<file path="config.mk">
export PLATFORM = sky130hd
export DESIGN_NAME = dmi_initiator
export DESIGN_NICKNAME = d
export VERILOG_FILES = /design/src/rtl/dmi_pkg.sv /design/src/rtl/dmi_initiator.sv
export SDC_FILE = /design/constraint.sdc
export NUM_CORES = 1
export LEC_CHECK = 0
export BUFFER_PORTS_ARGS = -buffer_cell sky130_fd_sc_hd__buf_2
export CAP_MARGIN = 25
export CORE_UTILIZATION = 35
export CTS_CLUSTER_DIAMETER = 30
export DETAILED_ROUTE_END_ITERATION = 7
export SLEW_MARGIN = 25
export SYNTH_ARGS = -nofsm -noshare
export SYNTH_HDL_FRONTEND = slang
export SYNTH_SLANG_ARGS = --single-unit
</file>
<file path="constraint.sdc">
create_clock -name clk -period 2.2 [get_ports clk]
set_clock_uncertainty 0.1 [all_clocks]
set_input_delay 0.33 -clock clk [delete_from_list [all_inputs] [get_ports clk]]
set_output_delay 0.33 -clock clk [all_outputs]
set_load 0.01 [all_outputs]
</file>
<file path="src/rtl/dmi_pkg.sv">
// dmi_pkg: shared definitions for the DMI initiator.
//   - DMI address/data widths
//   - request op and response op encodings
//   - initiator FSM state enum
package dmi_pkg;

  localparam int unsigned DMI_ADDR_W = 7;
  localparam int unsigned DMI_DATA_W = 32;

  // Request op encodings
  localparam logic [1:0] DMI_OP_NOP   = 2'd0;
  localparam logic [1:0] DMI_OP_READ  = 2'd1;
  localparam logic [1:0] DMI_OP_WRITE = 2'd2;
  localparam logic [1:0] DMI_OP_RSVD  = 2'd3;

  // Response op encodings
  localparam logic [1:0] DMI_RSP_SUCCESS = 2'd0;
  localparam logic [1:0] DMI_RSP_FAILED  = 2'd2;
  localparam logic [1:0] DMI_RSP_BUSY    = 2'd3;

  typedef enum logic [1:0] {
    StIdle,
    StIssue,
    StWait,
    StResp
  } dmi_state_e;

endpackage

</file>
<file path="src/rtl/dmi_initiator.sv">
// dmi_initiator: bridges a host valid/ready request/response channel onto a
// strobe-based DM register port, tracking a sticky error/busy status.
//
// Ports:
//   clk, rst                     clock, synchronous active-high reset
//   req_valid/req_ready          host request handshake
//   req_op/req_addr/req_data     host request (op 0 nop, 1 read, 2 write, 3 reserved)
//   dmi_reset_req                clears the sticky status
//   rsp_valid/rsp_ready          host response handshake
//   rsp_data/rsp_op              response data and status (0 ok, 2 failed, 3 busy)
//   dmi_ready                    one-cycle DM request strobe
//   dmi_address_out/_writedata   DM address and write payload
//   dmi_read/dmi_write           DM strobes: dmi_read marks a host write,
//                                dmi_write marks a host read (DM port convention)
//   dmi_readdata/dmi_rsp_valid   DM completion data and pulse
//
// Build option: define DMI_TIMEOUT_EN to fail a WAIT that lasts TIMEOUT_CYCLES.
module dmi_initiator
  import dmi_pkg::*;
#(
  parameter int unsigned TIMEOUT_CYCLES = 64
) (
  input  logic                  clk,
  input  logic                  rst,
  input  logic                  req_valid,
  output logic                  req_ready,
  input  logic [1:0]            req_op,
  input  logic [DMI_ADDR_W-1:0] req_addr,
  input  logic [DMI_DATA_W-1:0] req_data,
  input  logic                  dmi_reset_req,
  output logic                  rsp_valid,
  input  logic                  rsp_ready,
  output logic [DMI_DATA_W-1:0] rsp_data,
  output logic [1:0]            rsp_op,
  output logic                  dmi_ready,
  output logic [DMI_ADDR_W-1:0] dmi_address_out,
  output logic                  dmi_read,
  output logic                  dmi_write,
  output logic [DMI_DATA_W-1:0] dmi_writedata,
  input  logic [DMI_DATA_W-1:0] dmi_readdata,
  input  logic                  dmi_rsp_valid
);

  dmi_state_e            state_q, state_d;
  logic [1:0]            op_q, op_d;
  logic [DMI_ADDR_W-1:0] addr_q, addr_d;
  logic [DMI_DATA_W-1:0] data_q, data_d;
  logic [DMI_DATA_W-1:0] rsp_data_q, rsp_data_d;
  logic [1:0]            rsp_op_q, rsp_op_d;
  logic [1:0]            sticky_q, sticky_d;
  logic                  set_failed;

`ifdef DMI_TIMEOUT_EN
  localparam int unsigned CntW = $clog2(TIMEOUT_CYCLES + 1);
  localparam logic [CntW-1:0] CntLast = CntW'(TIMEOUT_CYCLES - 1);
  logic [CntW-1:0] cnt_q, cnt_d;
`else
  logic unused_timeout_param;
  assign unused_timeout_param = (TIMEOUT_CYCLES == 0);
`endif

  always_comb begin
    state_d    = state_q;
    op_d       = op_q;
    addr_d     = addr_q;
    data_d     = data_q;
    rsp_data_d = rsp_data_q;
    rsp_op_d   = rsp_op_q;
    sticky_d   = sticky_q;
    set_failed = 1'b0;
`ifdef DMI_TIMEOUT_EN
    cnt_d      = cnt_q;
`endif

    unique case (state_q)
      StIdle: begin
        if (req_valid && req_ready) begin
          op_d       = req_op;
          addr_d     = req_addr;
          data_d     = req_data;
          rsp_data_d = '0;
          if ((req_op == DMI_OP_READ || req_op == DMI_OP_WRITE) &&
              sticky_q == DMI_RSP_SUCCESS) begin
            state_d = StIssue;
          end else begin
            // Short-circuit response: nop, reserved op, or sticky status replay
            state_d = StResp;
            if (req_op == DMI_OP_NOP) begin
              rsp_op_d = DMI_RSP_SUCCESS;
            end else if (req_op == DMI_OP_RSVD) begin
              rsp_op_d   = DMI_RSP_FAILED;
              set_failed = 1'b1;
            end else begin
              rsp_op_d = sticky_q;
            end
          end
        end
      end
      StIssue: begin
        state_d = StWait;
`ifdef DMI_TIMEOUT_EN
        cnt_d = '0;
`endif
      end
      StWait: begin
        if (dmi_rsp_valid) begin
          state_d    = StResp;
          rsp_data_d = (op_q == DMI_OP_READ) ? dmi_readdata : '0;
          rsp_op_d   = DMI_RSP_SUCCESS;
        end
`ifdef DMI_TIMEOUT_EN
        else if (cnt_q == CntLast) begin
          state_d    = StResp;
          rsp_data_d = '0;
          rsp_op_d   = DMI_RSP_FAILED;
          set_failed = 1'b1;
        end else begin
          cnt_d = cnt_q + 1'b1;
        end
`endif
      end
      StResp: begin
        if (rsp_ready) begin
          state_d = StIdle;
        end
      end
      default: state_d = StIdle;
    endcase

    // Clear beats any set; failed overrides busy; busy only from clean status
    if (dmi_reset_req) begin
      sticky_d = DMI_RSP_SUCCESS;
    end else if (set_failed) begin
      sticky_d = DMI_RSP_FAILED;
    end else if (req_valid && state_q != StIdle && sticky_q == DMI_RSP_SUCCESS) begin
      sticky_d = DMI_RSP_BUSY;
    end
  end

  always_ff @(posedge clk) begin
    if (rst) begin
      state_q    <= StIdle;
      op_q       <= DMI_OP_NOP;
      addr_q     <= '0;
      data_q     <= '0;
      rsp_data_q <= '0;
      rsp_op_q   <= DMI_RSP_SUCCESS;
      sticky_q   <= DMI_RSP_SUCCESS;
    end else begin
      state_q    <= state_d;
      op_q       <= op_d;
      addr_q     <= addr_d;
      data_q     <= data_d;
      rsp_data_q <= rsp_data_d;
      rsp_op_q   <= rsp_op_d;
      sticky_q   <= sticky_d;
    end
  end

`ifdef DMI_TIMEOUT_EN
  always_ff @(posedge clk) begin
    if (rst) begin
      cnt_q <= '0;
    end else begin
      cnt_q <= cnt_d;
    end
  end
`endif

  // rst gating keeps the host from handing over a request during reset
  assign req_ready       = (state_q == StIdle) && !dmi_reset_req && !rst;
  assign rsp_valid       = (state_q == StResp);
  assign rsp_data        = rsp_data_q;
  assign rsp_op          = rsp_op_q;
  assign dmi_ready       = (state_q == StIssue);
  assign dmi_read        = (state_q == StIssue) && (op_q == DMI_OP_WRITE);
  assign dmi_write       = (state_q == StIssue) && (op_q == DMI_OP_READ);
  assign dmi_address_out = addr_q;
  assign dmi_writedata   = data_q;

endmodule

</file>
**Word level (Yosys, flattened, before mapping)**

Index checks and enable logic that the tools add are counted.

- Add/sub/neg operators: 0
- Multiply operators: 0
- Div/mod/pow operators: 0
- Magnitude comparators: 0
- Equality and inequality tests: 12
- Shift-type cells: 0
- Muxes and demuxes: 22
- Bitwise gates (word level): 0
- Reduce and logical (&&, ||, !) cells: 23

Operators with widths:

| operator | count |
|---|---|
| $mux 32 | 3 |
| $pmux 32 s2 | 1 |
| $mux 2 | 11 |
| $eq 2x2->1 const B | 5 |
| $logic_and 1x1->1 | 8 |
| $pmux 2 s4 | 1 |
| $eq 2x1->1 const B | 3 |
| $logic_not 2->1 | 3 |
| $ne 2x2->1 const B | 3 |
| $reduce_and 3->1 | 2 |
| $reduce_bool 2->1 | 3 |
| $mux 1 | 5 |
| $pmux 2 s2 | 1 |
| $reduce_and 4->1 | 1 |
| $reduce_or 3->1 | 1 |
| $logic_not 1->1 | 2 |
| $ne 2x1->1 const B | 1 |
| $reduce_and 2->1 | 1 |
| $reduce_or 2->1 | 1 |
| $logic_or 1x1->1 | 1 |

- Flip-flop bits (word level): 79
- Bits in latches: 0
- Memory bits (writable): 0
- ROM bits: 0
- Input bits: 79
- Output and inout port bits: 78
- Memories: 0

**Logic depth before layout (Yosys ltp)**

- Word-level depth: 7
- Mapped depth: 7
- Gate-level depth less buffers: 5

**Least setup slack after synthesis**

No wires, ideal clock.

- Kind: register to register
- Start point: register state_q[0]
- End point: register rsp_data_q[0] (netlist: rsp_data[0])
- Arrival time: 1.496 ns
- Required time: 1.970 ns
- Setup slack: 0.474 ns
- Stages on the path, launching flop included: 8
- Path buffers: 2
- Cells stage by stage: dfxtp_1 -> inv_1 -> ha_1 -> buf_2 -> mux2i_1 -> a21oi_1 -> clkbuf_1 -> o32ai_1

- Word-level cells in the longest chain between the ends: 6
- Elaborated cells on any way between the ends: 10
- Classes of those cells: 3 x eq/ne; 1 x mux; 6 x reduce/logical

Ends and longest elaborated chain:

| element | line | text |
|---|---|---|
| from (decl) | dmi_initiator.sv:44 | `dmi_state_e state_q, state_d;` |
| from (signal assigned) | dmi_initiator.sv:142 | `state_q <= StIdle;` |
| from (signal assigned) | dmi_initiator.sv:150 | `state_q <= state_d;` |
| $logic_not 2->1 | dmi_initiator.sv:75, dmi_initiator.sv:171 |  |
| $logic_and 1x1->1 (2 in a row) | dmi_initiator.sv:171 | `assign req_ready = (state_q == StIdle) && !dmi_reset_req && !rst;` |
| $logic_and 1x1->1 | dmi_initiator.sv:77 | `if (req_valid && req_ready) begin` |
| $ne 2x2->1 (no line) | - |  |
| $reduce_and 3->1 (no line) | - |  |
| to (signal assigned) | dmi_initiator.sv:154 | `rsp_data_q <= rsp_data_d;` |
| to (decl) | dmi_initiator.sv:48 | `logic [DMI_DATA_W-1:0] rsp_data_q, rsp_data_d;` |

Parallel ways exist; a longest one is shown, timed or not.
A chain may end at the register's enable or synchronous reset.

**Worst setup path in the final report**

- Start point: register state_q[0]
- End point: output port req_ready

- Word-level cells in the longest chain between the ends: 3

Ends and longest elaborated chain:

| element | line | text |
|---|---|---|
| $logic_not 2->1 | dmi_initiator.sv:171 |  |
| $logic_and 1x1->1 (2 in a row) | dmi_initiator.sv:171 |  |
| to (decl) | dmi_initiator.sv:26 | `output logic req_ready,` |

Every way passes these cells.

==> results <==
- The later pin in the worst-skew pair is clocked with a latency of 0.33 ns.
- The slowest stage of the critical path belongs to the cell dfxtp_1.
- The number of distinct library cell variants in the gate-level netlist after synthesis is 31.
- The peak per-stage delay on the critical path is 0.33 ns.
- Headroom to the max-slew limit came out at 0.6517.
- The hold violation count in the final report came to 0.
- The worst setup path is of the reg -> out kind.
- The number of hold buffers added after CTS was 0.
- The count of final max-slew check failures came to 0.
- Relative to the synthesized area, the layout overhead comes to 34.06%.
- Dividing the detail-routed via count by the number of cells gives 4.671.
- The worst setup path is captured at a primary output.
- Before antenna repair, the detailed router went through 4 iterations.
- The number of global-route vias before repair is 2707.
- The worst path required time is 1.77 ns.
- The clock tree from TritonCTS is done.
- The worst setup path is launched from a register.
- Counting every net in the synthesized netlist gives 463.
- In this run the power density over the cells is 845.0 nW/um^2.
- The total number of clock tree sinks is 79.
- The tightest min-delay check is of the in -> reg type.
- STA puts the critical path data arrival time at 1.55 ns.
- The count of unresolved DRC violations after routing is 0.
- The die is 97.12 microns tall.
- The clock transition time at the flip-flop clock pins of the worst setup and hold paths is 0.09 ns.
- The routed layout has 2980 vias.
- Post-CTS repair changed the size of 0 cells.
- The estimated wirelength of the detail-placed design is 5.587 mm.
- The clock root buffer master is clkbuf_8.
- The residual overflow from global routing is 0.
- The leading cell type in the layout, fill and taps excluded is buf_2.
- The biggest area contributor in the post-synthesis netlist is dfxtp_1.
- The maximum operating frequency is 0.5052 GHz.
- The mapped cell area is 3167 sq um.
- The number of design-rule violations left by the first detailed-router iteration is 84.
- On the final layout, the worst hold slack is 0.1154 ns.
- The final-report setup violation count is 0.
- In this design, the largest share of critical-path delay is due to buffers and inverters.
- The number of antenna violations at the first check in global routing is 0.
- The maximum buffer depth of the clock tree is 2.
- After floorplanning, the core was divided into 34 placement rows.
- The core utilization of the finished layout is 0.4868.
- The worst-case vdd ir drop is 407.7 uV.
- The synthesis-stage register bit count is 79.
- The starting density of the core is 0.3631.
- In this run the worst path has a maximum fanout of 9.
- The first global-routing pass estimated 12.31 mm of wire.
- The boundary pin count is 157.
- At the pin with the least slew margin, the transition time is 0.5225 ns.
- The die outline area is 9432 sq um.
- Counting both buffers and inverters, the worst setup path holds a total of 4.
- The library cells used most frequently in the layout, excluding fill and tap cells, are buf_2, nand2_1, dfxtp_1.
- The number of nets with antenna violations after detailed routing is 0.
- In this run the mean area of a mapped cell was 8.422 sq um.
- Post-CTS timing repair inserted 0 buffers for setup.
- The antenna diode instance count is 0.
- The post-route clock period utilization is 0.8998.
- The number of buffers added on ports is 156.
- By area the synthesized netlist is led by dfxtp_1, nand2_1, o32ai_1.
- The layout net count is 612.
- The static leakage power is 2.013 nW.
- The top-area cell type share of the netlist area is 0.4994.
- The share of the Yosys chip area taken by registers is 0.4994.
- The width of the die is 97.12 microns.
- The H-tree was split into 3 levels.
- The critical path goes through inv_1, ha_4, buf_4, inv_1, nor3_1, buf_2.
- The number of max-cap violations is 0.
- Setup repair after global routing left no endpoint under its margin.
- The worst path in the final design needs a cycle of 1.980 ns, including I/O delays and setup.
- The region available for standard cell placement spans 8721 sq um.
- The number of CTS-inserted buffers is 9.
- Synthesis handed over a netlist of 376 instances.
- Entering global routing, the biggest net connects 51 pins.
- The post-route setup TNS is 0 ns.
- The cell that appears most often on the critical path is inv_1.
- Routability-driven placement finished with a final weighted congestion of 0.7197.
- The Yosys step of the flow raised 0 warnings.
- Dividing the detail-routed wire length by the instance count gives 12.35 microns.
- In the final layout, the share of cells above drive strength 1 is 0.3509.
- The sum of routed wire length over all layers is 7.880 mm.
- The total routing resource utilization after global routing is 0.1602.
- The run finished with clean final reports.
==> power breakdown <==
group | internal, mW | switching (mW)
clock | 0.554 | 0.524
sequential | 1.50 | 0.0456
combinational | 0.381 | 0.579
==> area by class of cell <==
type	instances	area, sq um
clock buffer	11	141.4
timing repair buffer	164	840.8
tap	108	135.1
multi-input combinational	201	1226
inverter	70	262.8
clock inverter	5	57.56
fill	875	4476
sequential	79	1582
==> cell families (layout without fill, tap and decap cells) <==
group                      count (synthesis)  after routing  share of synthesized area
AOI/OAI and AO/OA                         84             84                     0.1865
muxes                                      4              4                    0.01264
DFF                                       79             79                     0.4994
buffers and inverters                     96            250                     0.1233
adders and majority gates                  8              8                    0.03161
and+or+nand+nor                          105            105                     0.1466
==> worst paths after layout <==
check                                      start                 to  slack, ns  cells after the start
worst min register to register  dmi_writedata[2]   dmi_writedata[2]       0.35                      2
worst max register to register        state_q[0]       rsp_data[21]       0.29                      6
worst max-delay path                  state_q[0]          req_ready       0.22                      6
worst min-delay path                req_data[21]  dmi_writedata[21]       0.12                      3
==> cells in the mapped netlist <==
| cell | instances |
|---|---|
| nand2b_1 | 5 |
| o32ai_1 | 31 |
| nand3b_1 | 1 |
| or2b_1 | 1 |
| mux2i_1 | 4 |
| a31oi_1 | 1 |
| or4bb_1 | 1 |
| clkbuf_1 | 17 |
| nor3_1 | 3 |
| ha_1 | 8 |
| dfxtp_1 | 79 |
| a2111oi_0 | 1 |
| and3b_1 | 2 |
| a211o_4 | 1 |
| a211oi_1 | 2 |
| nor2_1 | 2 |
| nand2_1 | 84 |
| buf_2 | 6 |
| a221o_1 | 1 |
| a221oi_2 | 1 |
| o32ai_2 | 1 |
| o21ai_0 | 2 |
| buf_6 | 3 |
| and2_1 | 1 |
| nor2b_1 | 2 |
| nand4bb_1 | 1 |
| or3b_4 | 1 |
| nor4bb_1 | 1 |
| a21oi_1 | 42 |
| inv_1 | 70 |
| a311o_1 | 1 |
==> metrics by stage <==
stage | std cells | setup slack (ns) | total power [mW] | cell area (sq um)
6_report | 638 | 0.2204 | 3.587 | 4245
5_1_grt | 638 | 0.05634 | 3.792 | 4245
4_1_cts | 638 | 0.02905 | 3.603 | 4233
3_5_place_dp | 622 | 0.2177 | 2.512 | 4034
3_3_place_gp | 622 | 0.3172 | 2.502 | 4034
2_1_floorplan | 376 | 0.4741 | 2.185 | 3167
==> flip-flops by register name, summed over array words and instances, names as in the netlist <==
| register | flops |
|---|---|
| dmi_writedata | 32 |
| rsp_data | 32 |
| dmi_address_out | 7 |
| op_q | 2 |
| rsp_op | 2 |
| state_q | 2 |
| sticky_q | 2 |
==> worst reg2reg max path: stages (launching register included) <==
cell and delay, ns:
dfxtp_1 0.33, inv_1 0.16, ha_1 0.29, mux2i_1 0.36, a21oi_2 0.05, buf_4 0.24, o32ai_1 0.28
==> per-layer routing <==
metal,vias to the layer above,wire length [microns],global-route usage
met1,1368,3485,0.1975
met3,6,394,0.04029
li1,1519,-,-
met4,0,103,0.05855
met5,-,0,0
met2,87,3897,0.2698
Note: power is estimated with default switching activity, not from simulation.
